$ cat src/rtl/timer_multi.sv
// timer_multi: NUM_CH independent down-counters (system/RT/cascade tick) with compare
// output and underflow/compare IRQs behind an 8-bit CPU bus slave.
module timer_multi #(
   parameter int          NUM_CH    = 3,
   parameter int          CNT_W     = 16,
   parameter logic [23:0] BASE_ADDR = 24'h2040
) (
   input  logic                clk,
   input  logic                reset_n,
   input  logic                clk_ce,
   input  logic                rt_tick,
   input  logic                bus_write,
   input  logic                bus_read,
   input  logic [23:0]         bus_address_in,
   input  logic [7:0]          bus_data_in,
   output logic [7:0]          bus_data_out,
   output logic [2*NUM_CH-1:0] irqs,
   output logic                irq,
   output logic [NUM_CH-1:0]   tout
);
   localparam int NB = CNT_W / 8;
   localparam int NI = 2 * NUM_CH;

   logic [11:0]       r_pre;
   logic [NUM_CH-1:0] r_en, r_oneshot, r_tout;
   logic [1:0]        r_src [NUM_CH];
   logic [3:0]        r_scale [NUM_CH];
   logic [CNT_W-1:0]  r_preset [NUM_CH];
   logic [CNT_W-1:0]  r_compare [NUM_CH];
   logic [CNT_W-1:0]  r_count [NUM_CH];
   logic [NI-1:0]     r_irq_en, r_pend;
   logic [23:0]       w_off;
   logic [19:0]       w_blk;
   logic [3:0]        w_reg, w_k;
   logic [11:0]       w_mask;
   logic              w_casc, w_glb_wr;
   logic [NUM_CH-1:0] w_wr, w_tick, w_run, w_reload, w_uf, w_cmp;
   logic [NI-1:0]     w_set, w_clr;
   logic [7:0]        w_rd;

   assign w_off    = bus_address_in - BASE_ADDR;
   assign w_blk    = w_off[23:4];
   assign w_reg    = w_off[3:0];
   assign w_glb_wr = bus_write && w_blk == 20'(NUM_CH);
   assign w_clr    = w_glb_wr && w_reg == 4'd1 ? bus_data_in[NI-1:0] : '0;

   // Cascade ripples through the channels in index order within one cycle.
   always_comb begin
      w_casc = 1'b0;
      for (int c = 0; c < NUM_CH; c++) begin
         w_wr[c]      = bus_write && w_blk == 20'(c);
         w_reload[c]  = w_wr[c] && w_reg == 4'd0 && bus_data_in[1];
         w_k          = r_scale[c] > 4'd11 ? 4'd11 : r_scale[c];
         w_mask       = (12'd1 << w_k) - 12'd1;
         w_tick[c]    = r_src[c] == 2'd0 ? clk_ce && (r_pre & w_mask) == w_mask :
                        r_src[c] == 2'd1 ? rt_tick :
                        r_src[c] == 2'd2 ? w_casc : 1'b0;
         w_run[c]     = w_tick[c] && r_en[c] && !w_reload[c];
         w_uf[c]      = w_run[c] && r_count[c] == '0;
         w_cmp[c]     = w_run[c] && r_count[c] == r_compare[c];
         w_set[2*c]   = w_uf[c];
         w_set[2*c+1] = w_cmp[c];
         w_casc       = w_uf[c];
      end
   end

   always_comb begin
      w_rd = 8'h00;
      for (int c = 0; c < NUM_CH; c++)
         if (w_blk == 20'(c)) begin
            w_rd = w_reg == 4'd0 ? {2'b00, r_src[c], 1'b0, r_oneshot[c], 1'b0, r_en[c]} :
                   w_reg == 4'd1 ? {4'h0, r_scale[c]} : 8'h00;
            for (int b = 0; b < NB; b++) begin
               if (w_reg == 4'(4 + b)) w_rd = r_preset[c][8*b +: 8];
               if (w_reg == 4'(8 + b)) w_rd = r_compare[c][8*b +: 8];
               if (w_reg == 4'(12 + b)) w_rd = r_count[c][8*b +: 8];
            end
         end
      if (w_blk == 20'(NUM_CH))
         w_rd = w_reg == 4'd0 ? 8'(r_irq_en) : w_reg == 4'd1 ? 8'(r_pend) : 8'h00;
   end

   assign bus_data_out = bus_read ? w_rd : 8'h00;
   assign irqs         = r_pend & r_irq_en;
   assign irq          = |irqs;
   assign tout         = r_tout;

   // RELOAD is never stored: it acts on the write edge and always reads back 0.
   always_ff @(posedge clk or negedge reset_n)
      if (!reset_n) begin
         r_pre     <= '0;
         r_en      <= '0;
         r_oneshot <= '0;
         r_tout    <= '0;
         r_irq_en  <= '0;
         r_pend    <= '0;
         for (int c = 0; c < NUM_CH; c++) begin
            r_src[c]     <= '0;
            r_scale[c]   <= '0;
            r_preset[c]  <= '0;
            r_compare[c] <= '0;
            r_count[c]   <= '0;
         end
      end else begin
         r_pre  <= r_pre + 12'(clk_ce);
         r_pend <= (r_pend & ~w_clr) | w_set;
         if (w_glb_wr && w_reg == 4'd0) r_irq_en <= bus_data_in[NI-1:0];
         for (int c = 0; c < NUM_CH; c++) begin
            if (w_run[c]) r_count[c] <= w_uf[c] ? r_preset[c] : r_count[c] - CNT_W'(1);
            if (w_uf[c] || w_cmp[c]) r_tout[c] <= !w_cmp[c];
            if (w_uf[c] && r_oneshot[c]) r_en[c] <= 1'b0;
            if (w_reload[c]) r_count[c] <= r_preset[c];
            if (w_wr[c] && w_reg == 4'd0)
               {r_src[c], r_oneshot[c], r_en[c]} <= {bus_data_in[5:4], bus_data_in[2], bus_data_in[0]};
            if (w_wr[c] && w_reg == 4'd1) r_scale[c] <= bus_data_in[3:0];
            for (int b = 0; b < NB; b++) begin
               if (w_wr[c] && w_reg == 4'(4 + b)) r_preset[c][8*b +: 8] <= bus_data_in;
               if (w_wr[c] && w_reg == 4'(8 + b)) r_compare[c][8*b +: 8] <= bus_data_in;
            end
         end
      end
endmodule
$ cat config.mk
export PLATFORM = sky130hd
export DESIGN_NAME = timer_multi
export DESIGN_NICKNAME = d
export VERILOG_FILES = /design/src/rtl/timer_multi.sv
export SDC_FILE = /design/constraint.sdc
export NUM_CORES = 1
export LEC_CHECK = 0
export ABC_AREA = 1
export BUFFER_PORTS_ARGS = -buffer_cell sky130_fd_sc_hd__buf_2
export CAP_MARGIN = 20
export CELL_PAD_IN_SITES_DETAIL_PLACEMENT = 0
export CELL_PAD_IN_SITES_GLOBAL_PLACEMENT = 1
export CORE_UTILIZATION = 42
export CTS_CLUSTER_SIZE = 25
export DETAILED_ROUTE_END_ITERATION = 6
export PLACE_DENSITY_LB_ADDON = 0.1
export SYNTH_ARGS = -nofsm -noshare
export SYNTH_HDL_FRONTEND = slang
export SYNTH_SLANG_ARGS = --single-unit
$ cat constraint.sdc
create_clock -name clk -period 2.7 [get_ports clk]
set_clock_uncertainty 0.05 [all_clocks]
set_input_delay 0 -clock clk [delete_from_list [all_inputs] [get_ports clk]]
set_output_delay 0 -clock clk [all_outputs]
set_load 0.02 [all_outputs]
==> results of run 1 <==
==> path summary, 6_finish.rpt <==
check                           depth (start not counted)  slack (ps)       endpoint
worst max register to register                         20        -230        tout[2]
worst max-delay path                                   20        -230        tout[2]
min in group asynchronous                               2          90       r_pre[5]
worst min-delay path                                    5          70        r_en[1]
max in group asynchronous                               3        1720  r_compare[38]
worst min register to register                          1         420       r_pre[5]
==> power breakdown <==
group / internal, µW / leakage (µW) / switching [µW]
sequential: 2960 / 0.00234 / 63.5
combinational: 162 / 0.00453 / 382
clock: 1210 / 0.000266 / 1280
total: 4340 / 0.00713 / 1730
==> flip-flops by register name, indices dropped and copies added (netlist names) <==
signal and cells:
r_compare 48, tout 3, r_irq_en 6, r_preset 48, r_pre 11, r_en 3, r_oneshot 3, r_count 48
r_src 6, r_scale 12, r_pend 6
==> worst max-delay path, cell delays in order (launching register included) <==
cell and delay, ps:
dfrtp_1 420, nand2_1 120, nand2_2 100, nor2_4 110, nand2_2 80, ha_4 190
or2_1 200, nand3_1 60, nand2_1 60, nor2_2 90, nand2_2 80, a21oi_4 140
nand3_2 120, nand2_2 110, nand4_4 130, nand2_4 130, nand2_4 80, buf_4 150
nor2_2 70, nand3b_1 150, a21boi_2 190
==> area by class of cell <==
cell class	count	area (µm²)	area share, %
Timing Repair Buffer	235	1860	12.3
Tap cell	378	473	3.13
Clock inverter	14	121	0.804
Clock buffer	18	429	2.84
Sequential cell	194	4860	32.2
Multi-Input combinational cell	1149	6550	43.4
Inverter	212	801	5.31
==> what timing repair did <==
action	CTS	global route
endpoints found under the hold margin	113	0
gates cloned	3	0
resized for setup	60	61
setup buffers	18	12
pin swaps	27	20
hold buffers	12	0
endpoints found under the setup margin	50	61
==> through the flow <==
stage,hold slack (ps),utilization (%)
2_1_floorplan,-346,-
3_3_place_gp,28.5,49.3
3_5_place_dp,25.6,49.3
4_1_cts,45.1,53.0
5_1_grt,104,53.7
6_report,65.7,53.7
==> synth_stat cells (all sizes together), types with 18 or more instances <==
cell type	instances
clkbuf	44
nor2	104
a21oi	42
inv	208
dfrtp	194
o21ai	221
nand4	20
nor3	30
o211ai	46
buf	18
nand2	408
xor2	45
nand3	93
xnor2	31
==> cells by family after synthesis <==
logic type	count (synthesis)	share of synthesized area, %
and+or+nand+nor	679	25.5
AOI/OAI and AO/OA	376	18.3
buffers and inverters	274	8.88
DFF	194	40.1
xor gates and xnor gates	76	5.49
muxes	10	0.929
adders and majority gates	8	0.826
==> layer usage <==
layer | vias to the layer above | track usage (%)
li1 | 5756 | -
met1 | 5818 | 41.5
met2 | 395 | 48.5
met3 | 60 | 5.01
met4 | 2 | 8.77
met5 | - | 1.39
==> flow_summary.json, run 1 <==
{
  "status": "complete, but fails checks",
  "failed_checks": "negative setup slack",
  "total_power_uw": 6060,
  "fin_crit_sh_pct": 108,
  "io_pins": 56,
  "drv_slew": 0,
  "nNetsFinal": 1855,
  "layout_commonest_cell": "nand2_1",
  "fmax_mhz": 341,
  "antenna_left": 0,
  "cts_tree": "yes",
  "critPathLaunch": "r_scale[10]",
  "hp-class": "input pin to register",
  "grt.total_usage_pct": 30.2,
  "root_buffer": "clkbuf_16",
  "dp_hpwl_um": 30800,
  "dpl_worst_slack_ps": -363,
  "die_w_um": 172,
  "synth_edf_count": 0,
  "dieHeight_um": 172,
  "core_mm2": 0.0281,
  "seq_area_frac_synth_pct": 40.1,
  "synthArstFlopShare_pct": 100,
  "antenna_found_initial": 0,
  "place_inst": 2131,
  "endpoint_kind": "register",
  "tightest_slew_ps": 713,
  "worstSetupStartpointType": "register",
  "critPathMaxFanout": 4,
  "setup-violations-final": 51,
  "max_cap_violations": 0,
  "ir_drop_mv": 0.418,
  "avgViaCountPerCell": 5.47,
  "cp.arrival_ps": 3220,
  "dr.max_layer_used": "met5",
  "synth.cell_area_mm2": 0.0121,
  "synth_top_area_cell": "dfrtp_1",
  "postSynthCellCount": 1617,
  "post-route-min-period_ps": 2930,
  "worstSetupPathType": "register to register",
  "cp_data_required_time_ps": 2990,
  "wl_met3_um": 2840,
  "first_iter_violations": 1106,
  "h-tree-depth": 4,
  "synth_area_per_cell_um2": 7.50,
  "vias": 12000,
  "numCtsBuffers": 17,
  "pwr_density_cell_mw_per_mm2": 402,
  "drc": 0,
  "wl_met2_um": 19600,
  "slew_headroom_pct": 52.4,
  "first_pass_iters": 5,
  "antennaDiodeCount": 0,
  "rsz0062_at_grt": "true",
  "port-buffer-count": 55,
  "place_congestion": 0.886,
  "wire_per_inst_um": 19.4,
  "power_leakage_uw": 0.00713,
  "wl_met1_um": 19200,
  "yosys.cell_types.count": 66,
  "ys.warnings.count": 0,
  "grt_pass1_wl_um": 66600,
  "hold_violations": 0,
  "r2r-start": "r_scale[10]",
  "fin_area_mm2": 0.0151,
  "synth-seq-cells": 194,
  "postSynth.topFlopCell": "dfrtp_1",
  "first_global_vias": 11800,
  "stdcell_count": 2200,
  "grt_max_degree": 75,
  "insertion_delay_ps": 460,
  "drive_gt1_share_pct": 21.1,
  "synth_top_area_share_pct": 40.1,
  "final.setup.tns_ps": -6050,
  "clkSinkCount": 194,
  "n_fill_cell": 2818,
  "syn2layout_area_growth_pct": 24.5,
  "dpl-instance-area_mm2": 0.0138,
  "initial_core_util_pct": 43.2,
  "ctsLongestPathBuffers": 2,
  "worstHoldStart": "bus_address_in[4]",
  "overflow": 0,
  "rows": 61,
  "path_clk_slew_ps": 80,
  "detail_route.wirelength_um": 42600,
  "syn_nets": 1663,
  "final_cell_mix": "378 x nand2_1, 199 x inv_1, 192 x o21ai_0, 192 x dfrtp_1, 152 x buf_4",
  "worst_slack_ps": -229,
  "synth.area.top_cells": "dfrtp_1 40%, nand2_1 12%, o21ai_0 8.8%, inv_1 6.3%, nand3_1 3.6%",
  "dieArea_mm2": 0.0295
}
No activity file was read; power rests on OpenSTA's default activity.
==> run 2, diff against run 1 <==
- ABC_AREA: 1 -> default
==> run 2 against run 1 <==
  * The flow still finishes with violations (negative setup slack)
  * Utilization increased by 5.3 points
  * Critical path depth decreased by 8
  * Die area decreased by 0.14%
  * Non-clock buffer count increased by 98
  * Register-to-register slack got worse by 200 ps
  * Power increased by 5.5%
  * Largest power group unchanged
==> flow_summary.json, run 2 <==
{
  "post-route-util_pct": 59.0,
  "dp_hpwl_um": 31500,
  "dieHeight_um": 172,
  "post-route-min-period_ps": 3130,
  "synth_top_area_cell": "dfrtp_1",
  "drc": 0,
  "synth_top_area_share_pct": 40.1,
  "overflow": 0,
  "rrSetupSlack_ps": -430,
  "status": "complete, but fails checks",
  "first_global_vias": 10800,
  "worst_slack_ps": -428,
  "fmax_mhz": 320,
  "synth_edf_count": 0,
  "cp_data_required_time_ps": 3030,
  "synth.cell_area_mm2": 0.0121,
  "root_buffer": "clkbuf_16",
  "hold_depth": 3,
  "yosysMostFrequentCell": "dfrtp_1",
  "antenna_found_initial": 2,
  "slowest_stage": "or4_4",
  "synth.area.top_cells": "dfrtp_1 40%, mux2_2 14%, xor2_1 3.8%, a21oi_1 3.2%, nand2_1 2.9%",
  "avgViaCountPerCell": 5.88,
  "min_to": "r_pend[4]",
  "cts_tree": "yes",
  "grt.total_usage_pct": 30.1,
  "tightest_slew_ps": 708,
  "hold_violations": 0,
  "worstSetupStartpointType": "register",
  "ir_drop_mv": 0.384,
  "grt_max_degree": 79,
  "port-buffer-count": 55,
  "seq_area_frac_synth_pct": 40.1,
  "postSynthCellCount": 1270,
  "yosys-top-cells-count": "194 x dfrtp_1, 150 x mux2_2, 94 x nand2_1, 85 x nor2_1, 77 x a21oi_1",
  "fin_crit_sh_pct": 116,
  "max_cap_violations": 0,
  "numCtsBuffers": 17,
  "endpoint_kind": "register",
  "syn_nets": 1316,
  "slew_headroom_pct": 52.8,
  "yosys.cell_types.count": 81,
  "initial_core_util_pct": 43.1,
  "worstSetupPathType": "register to register",
  "postSynth.topFlopCell": "dfrtp_1",
  "r2r-start": "r_count[0]",
  "max_stage_delay_ps": 530,
  "synth-seq-cells": 194,
  "grt_pass1_wl_um": 65500,
  "synth_area_per_cell_um2": 9.53,
  "dpl-instance-area_mm2": 0.0145,
  "critPathMaxFanout": 3,
  "crit_family": "simple AND/OR/NAND/NOR gates",
  "path_clk_slew_ps": 80,
  "drive_gt1_share_pct": 43.6,
  "rows": 61,
  "dpl_worst_slack_ps": -440,
  "vias": 11400,
  "dieArea_mm2": 0.0295,
  "biggestRegsByFlops": "r_compare x48, r_count x48, r_preset x48",
  "worstRegToRegCells": 12,
  "insertion_delay_ps": 460,
  "power_leakage_uw": 0.00788,
  "hp-class": "input pin to register",
  "fin_area_mm2": 0.0166,
  "wire_per_inst_um": 23.0,
  "path_buf_inv": 2,
  "final_cell_mix": "221 x buf_4, 194 x dfrtp_1, 149 x mux2_2",
  "failed_checks": "negative setup slack",
  "h-tree-depth": 4,
  "place_congestion": 0.966,
  "worstReg2RegEnd": "r_count[12]",
  "detail_route.wirelength_um": 44400,
  "core_mm2": 0.0281,
  "pwr_density_cell_mw_per_mm2": 386,
  "worstHoldStart": "bus_data_in[4]",
  "first_pass_iters": 5,
  "synthArstFlopShare_pct": 100,
  "drv_slew": 0,
  "io_pins": 56,
  "nNetsFinal": 1587,
  "ys.warnings.count": 0,
  "die_w_um": 172,
  "crit_chain": "inv_1 -> ha_2 -> nand2b_1 -> or3_4 -> nand2b_4 -> or4_4 -> or3_4 -> or4_4 -> o211ai_1 -> buf_4 -> a32oi_1 -> o21ai_1",
  "antenna_left": 0,
  "antennaDiodeCount": 0,
  "rsz0062_at_grt": "true",
  "setup-violations-final": 57,
  "layout_commonest_cell": "buf_4",
  "clkSinkCount": 194,
  "ctsLongestPathBuffers": 2,
  "n_fill_cell": 2511,
  "first_iter_violations": 943,
  "syn2layout_area_growth_pct": 36.9,
  "hold-worst-slack_ps": 24.1,
  "cp.arrival_ps": 3460
}
## run 2: changes by cell type after synthesis, moves of 24 or more
cell and change:
xnor2_1 -24, inv_1 -179, a22oi_1 +39, nand2_1 -294
o211ai_1 -40, o21ai_0 -157, nand3_1 -49, a21oi_1 +38
mux2_2 +140, nand2b_1 +26
## run 2: how the worst max path moves through the flow
| stage | startpoint | end | slack (ps) | depth (start not counted) |
|---|---|---|---|---|
| after floorplan | r_count[0] | r_count[3] | -390 | 11 |
| after global placement | r_count[0] | r_count[3] | -390 | 11 |
| after detailed placement | r_scale[0] | r_count[4] | -440 | 10 |
| after CTS | r_count[0] | r_count[12] | -380 | 12 |
| after global routing | r_count[1] | r_count[12] | -570 | 12 |
| final | r_count[0] | r_count[12] | -430 | 12 |
## run 2: cell type report
| type | count | area, µm² | share of cell area (%) |
|---|---|---|---|
| Multi-Input combinational cell | 970 | 7610 | 45.9 |
| Sequential cell | 194 | 4850 | 29.3 |
| Tap cell | 378 | 473 | 2.85 |
| Clock inverter | 15 | 195 | 1.18 |
| Clock buffer | 17 | 425 | 2.57 |
| Inverter | 25 | 93.8 | 0.566 |
| Timing Repair Buffer | 333 | 2910 | 17.6 |
## run 2: repair_timing
| action | in CTS | in global routing |
|---|---|---|
| gates resized for setup | 98 | 120 |
| hold buffers | 6 | 0 |
| cloned | 5 | 10 |
| endpoints found under the setup margin | 67 | 67 |
| buffers inserted | 24 | 18 |
| endpoints found under the hold margin | 92 | 0 |
| pin swaps | 45 | 59 |
## run 2: worst register-to-register path, delay by kind of cell, from the launching register on
family | cells | cell delay [ps]
DFF | 1 | 380
buffers and inverters | 2 | 220
and+or+nand+nor | 6 | 1850
AOI/OAI and AO/OA | 3 | 400
adders and majority gates | 1 | 170
## run 2: cells by family after synthesis
| logic type | synth area share (%) |
|---|---|
| AO/OA/AOI/OAI | 16.5 |
| adder cells (fa/ha/maj) | 0.827 |
| XOR/XNOR | 4.34 |
| buffers and inverters | 3.75 |
| AND/OR/NAND/NOR | 18.9 |
| flip-flops | 40.1 |
| multiplexers | 15.5 |
## run 2: stage by stage
step                      std cells  total power [µW]  TNS [ps]
after floorplan                1270              3330     -7560
after global placement         1843              3640    -22990
after detailed placement       1843              3650    -25950
after CTS                      1909              6400    -12250
final                          1932              6400    -14280
after global routing           1932              6610    -20860
## run 2: report_power, final
| group | total [µW] | leakage, µW | internal, µW | switching, µW |
|---|---|---|---|---|
| clock network | 2750 | 0.000291 | 1490 | 1270 |
| registers | 3030 | 0.00263 | 2950 | 73.3 |
| logic | 615 | 0.00496 | 232 | 384 |
## run 2: routing by layer
metal / GRT usage [%] / part of all wire [%] / vias to the layer above / wire [µm]
met2: 47.3 / 47 / 366 / 20800
met1: 41.5 / 45 / 5681 / 19900
met4: 10.4 / 2.7 / 2 / 1180
met3: 5.32 / 5.7 / 67 / 2540
li1: - / - / 5253 / -
met5: 0 / 0.038 / - / 17
==> run 3, diff against run 2 <==
- CORE_UTILIZATION: 42 -> 44
==> run 3 against run 2 <==
  * The run still ends with negative setup slack left
  * Final cell count decreased by 1.6%
  * Die area down 4.5%
  * Global-route usage is 2.1 points higher
  * Highest routed layer is now met4
==> flow_summary.json, run 3 (same netlist as run 2, synthesis figures left out) <==
{
  "overflow": 0,
  "seq_area_mm2": 0.00485,
  "first_iter_violations": 998,
  "root_buffer": "clkbuf_16",
  "cp_data_required_time_ps": 2980,
  "final.setup.tns_ps": -13130,
  "avgViaCountPerCell": 6.12,
  "dieHeight_um": 168,
  "post-route-min-period_ps": 3130,
  "syn2layout_area_growth_pct": 38.9,
  "max_cap_violations": 0,
  "place_inst": 1817,
  "failed_checks": "negative setup slack",
  "crit_chain": "or3_4 -> or3_1 -> or4_4 -> nand4b_4 -> o211ai_4 -> a31oi_4 -> buf_6 -> o31ai_4 -> buf_12 -> mux2i_1 -> a22oi_2",
  "dieArea_mm2": 0.0282,
  "dpl_worst_slack_ps": -494,
  "endpoint_kind": "register",
  "port-buffer-count": 55,
  "nNetsFinal": 1593,
  "cts_tree": "yes",
  "final_cell_mix": "215 x buf_4, 194 x dfrtp_1, 149 x mux2_2",
  "drv_slew": 0,
  "core_mm2": 0.0270,
  "path_clk_slew_ps": 80,
  "layout_commonest_cell": "buf_4",
  "antenna_found_initial": 0,
  "grt_pass1_wl_um": 68400,
  "slowest_stage": "or4_4",
  "rrSetupSlack_ps": -430,
  "first_global_vias": 11500,
  "io_pins": 56,
  "setup-violations-final": 45,
  "critPathMaxFanout": 7,
  "worstSetupStartpointType": "register",
  "slew_headroom_pct": 55.3,
  "cp.arrival_ps": 3410,
  "hp-class": "input pin to register",
  "h-tree-depth": 4,
  "worstSetupPathType": "register to register",
  "place_congestion": 0.926,
  "clkSinkCount": 194,
  "die_w_um": 168,
  "worst_slack_ps": -429,
  "numCtsBuffers": 17,
  "multiInputGateArea_mm2": 0.00776,
  "antennaDiodeCount": 0,
  "max_stage_delay_ps": 500,
  "rows": 60,
  "rsz0062_at_grt": "true",
  "status": "complete, but fails checks",
  "power_leakage_uw": 0.00796,
  "pwr_density_cell_mw_per_mm2": 378,
  "first_pass_iters": 5,
  "grt.total_usage_pct": 32.2,
  "drc": 0,
  "dp_hpwl_um": 31000,
  "wire_per_inst_um": 24.2,
  "fmax_mhz": 320,
  "stdcell_count": 1901,
  "drive_gt1_share_pct": 44.8,
  "ir_drop_mv": 0.357,
  "grt_max_degree": 68,
  "antenna_left": 0,
  "tightest_slew_ps": 671,
  "insertion_delay_ps": 450,
  "ctsLongestPathBuffers": 2,
  "hold_violations": 0,
  "initial_core_util_pct": 44.9,
  "vias": 11600,
  "detail_route.wirelength_um": 46100,
  "n_fill_cell": 2275,
  "biggestRegsByFlops": "r_compare x48, r_count x48, r_preset x48",
  "fin_crit_sh_pct": 116
}
## run 3: routing by layer
metal / vias to the layer above / part of all wire (%) / GRT usage (%) / wire length (µm)
li1: 5236 / - / - / -
met1: 5865 / 42 / 42.1 / 19500
met2: 453 / 48 / 52.4 / 22100
met3: 83 / 6.9 / 7.08 / 3170
met4: 0 / 2.9 / 11.4 / 1340
met5: - / 0 / 0 / 0
## run 3: cell type report
type,count,share of cell area (%)
Inverter,25,0.558
Timing Repair Buffer,341,18.3
Clock buffer,20,2.78
Multi-Input combinational cell,968,46.2
Tap cell,341,2.54
Clock inverter,12,0.811
Sequential cell,194,28.9
## run 3: metrics by stage
| step | area (µm²) | hold slack (ps) | total power (µW) | util, % |
|---|---|---|---|---|
| 2_1_floorplan | 12200 | -346 | 3330 | - |
| 6_report | 16800 | 18.1 | 6360 | 62.4 |
| 3_5_place_dp | 14500 | 9.76 | 3660 | 53.8 |
| 4_1_cts | 16000 | 7.93 | 6340 | 59.5 |
| 3_3_place_gp | 14500 | 10.5 | 3650 | 53.8 |
| 5_1_grt | 16800 | 34.4 | 6530 | 62.4 |
## run 3: final timing paths
check,from,cells past startpoint,end
setup / recovery,r_count[44],11,r_count[5]
hold / removal,bus_data_in[5],3,r_src[1]
setup reg to reg,r_count[44],11,r_count[5]
hold reg to reg,r_pend[3],1,r_pend[3]
max in group asynchronous,reset_n,3,r_irq_en[5]
min in group asynchronous,reset_n,2,r_scale[7]
## run 3: repair_timing
item / in CTS / in global routing
cloned: 11 / 6
pin swaps: 52 / 70
hold buffers: 4 / 0
hold endpoints to repair: 67 / 0
gates resized for setup: 118 / 132
buffers inserted: 15 / 23
setup endpoints to repair: 68 / 66
## run 3: power breakdown
| part | switching (µW) | total [µW] | internal, µW |
|---|---|---|---|
| clock | 1310 | 2700 | 1390 |
| combinational | 382 | 620 | 238 |
| sequential | 81.2 | 3030 | 2950 |
| total | 1780 | 6360 | 4580 |
## run 3: worst max-delay path, delay by kind of cell (launching register included)
family                 cells  cell delay [ps]
multiplexers               1              210
AO/OA/AOI/OAI              4              570
flip-flops                 1              390
AND/OR/NAND/NOR            4             1480
buffers and inverters      2              330
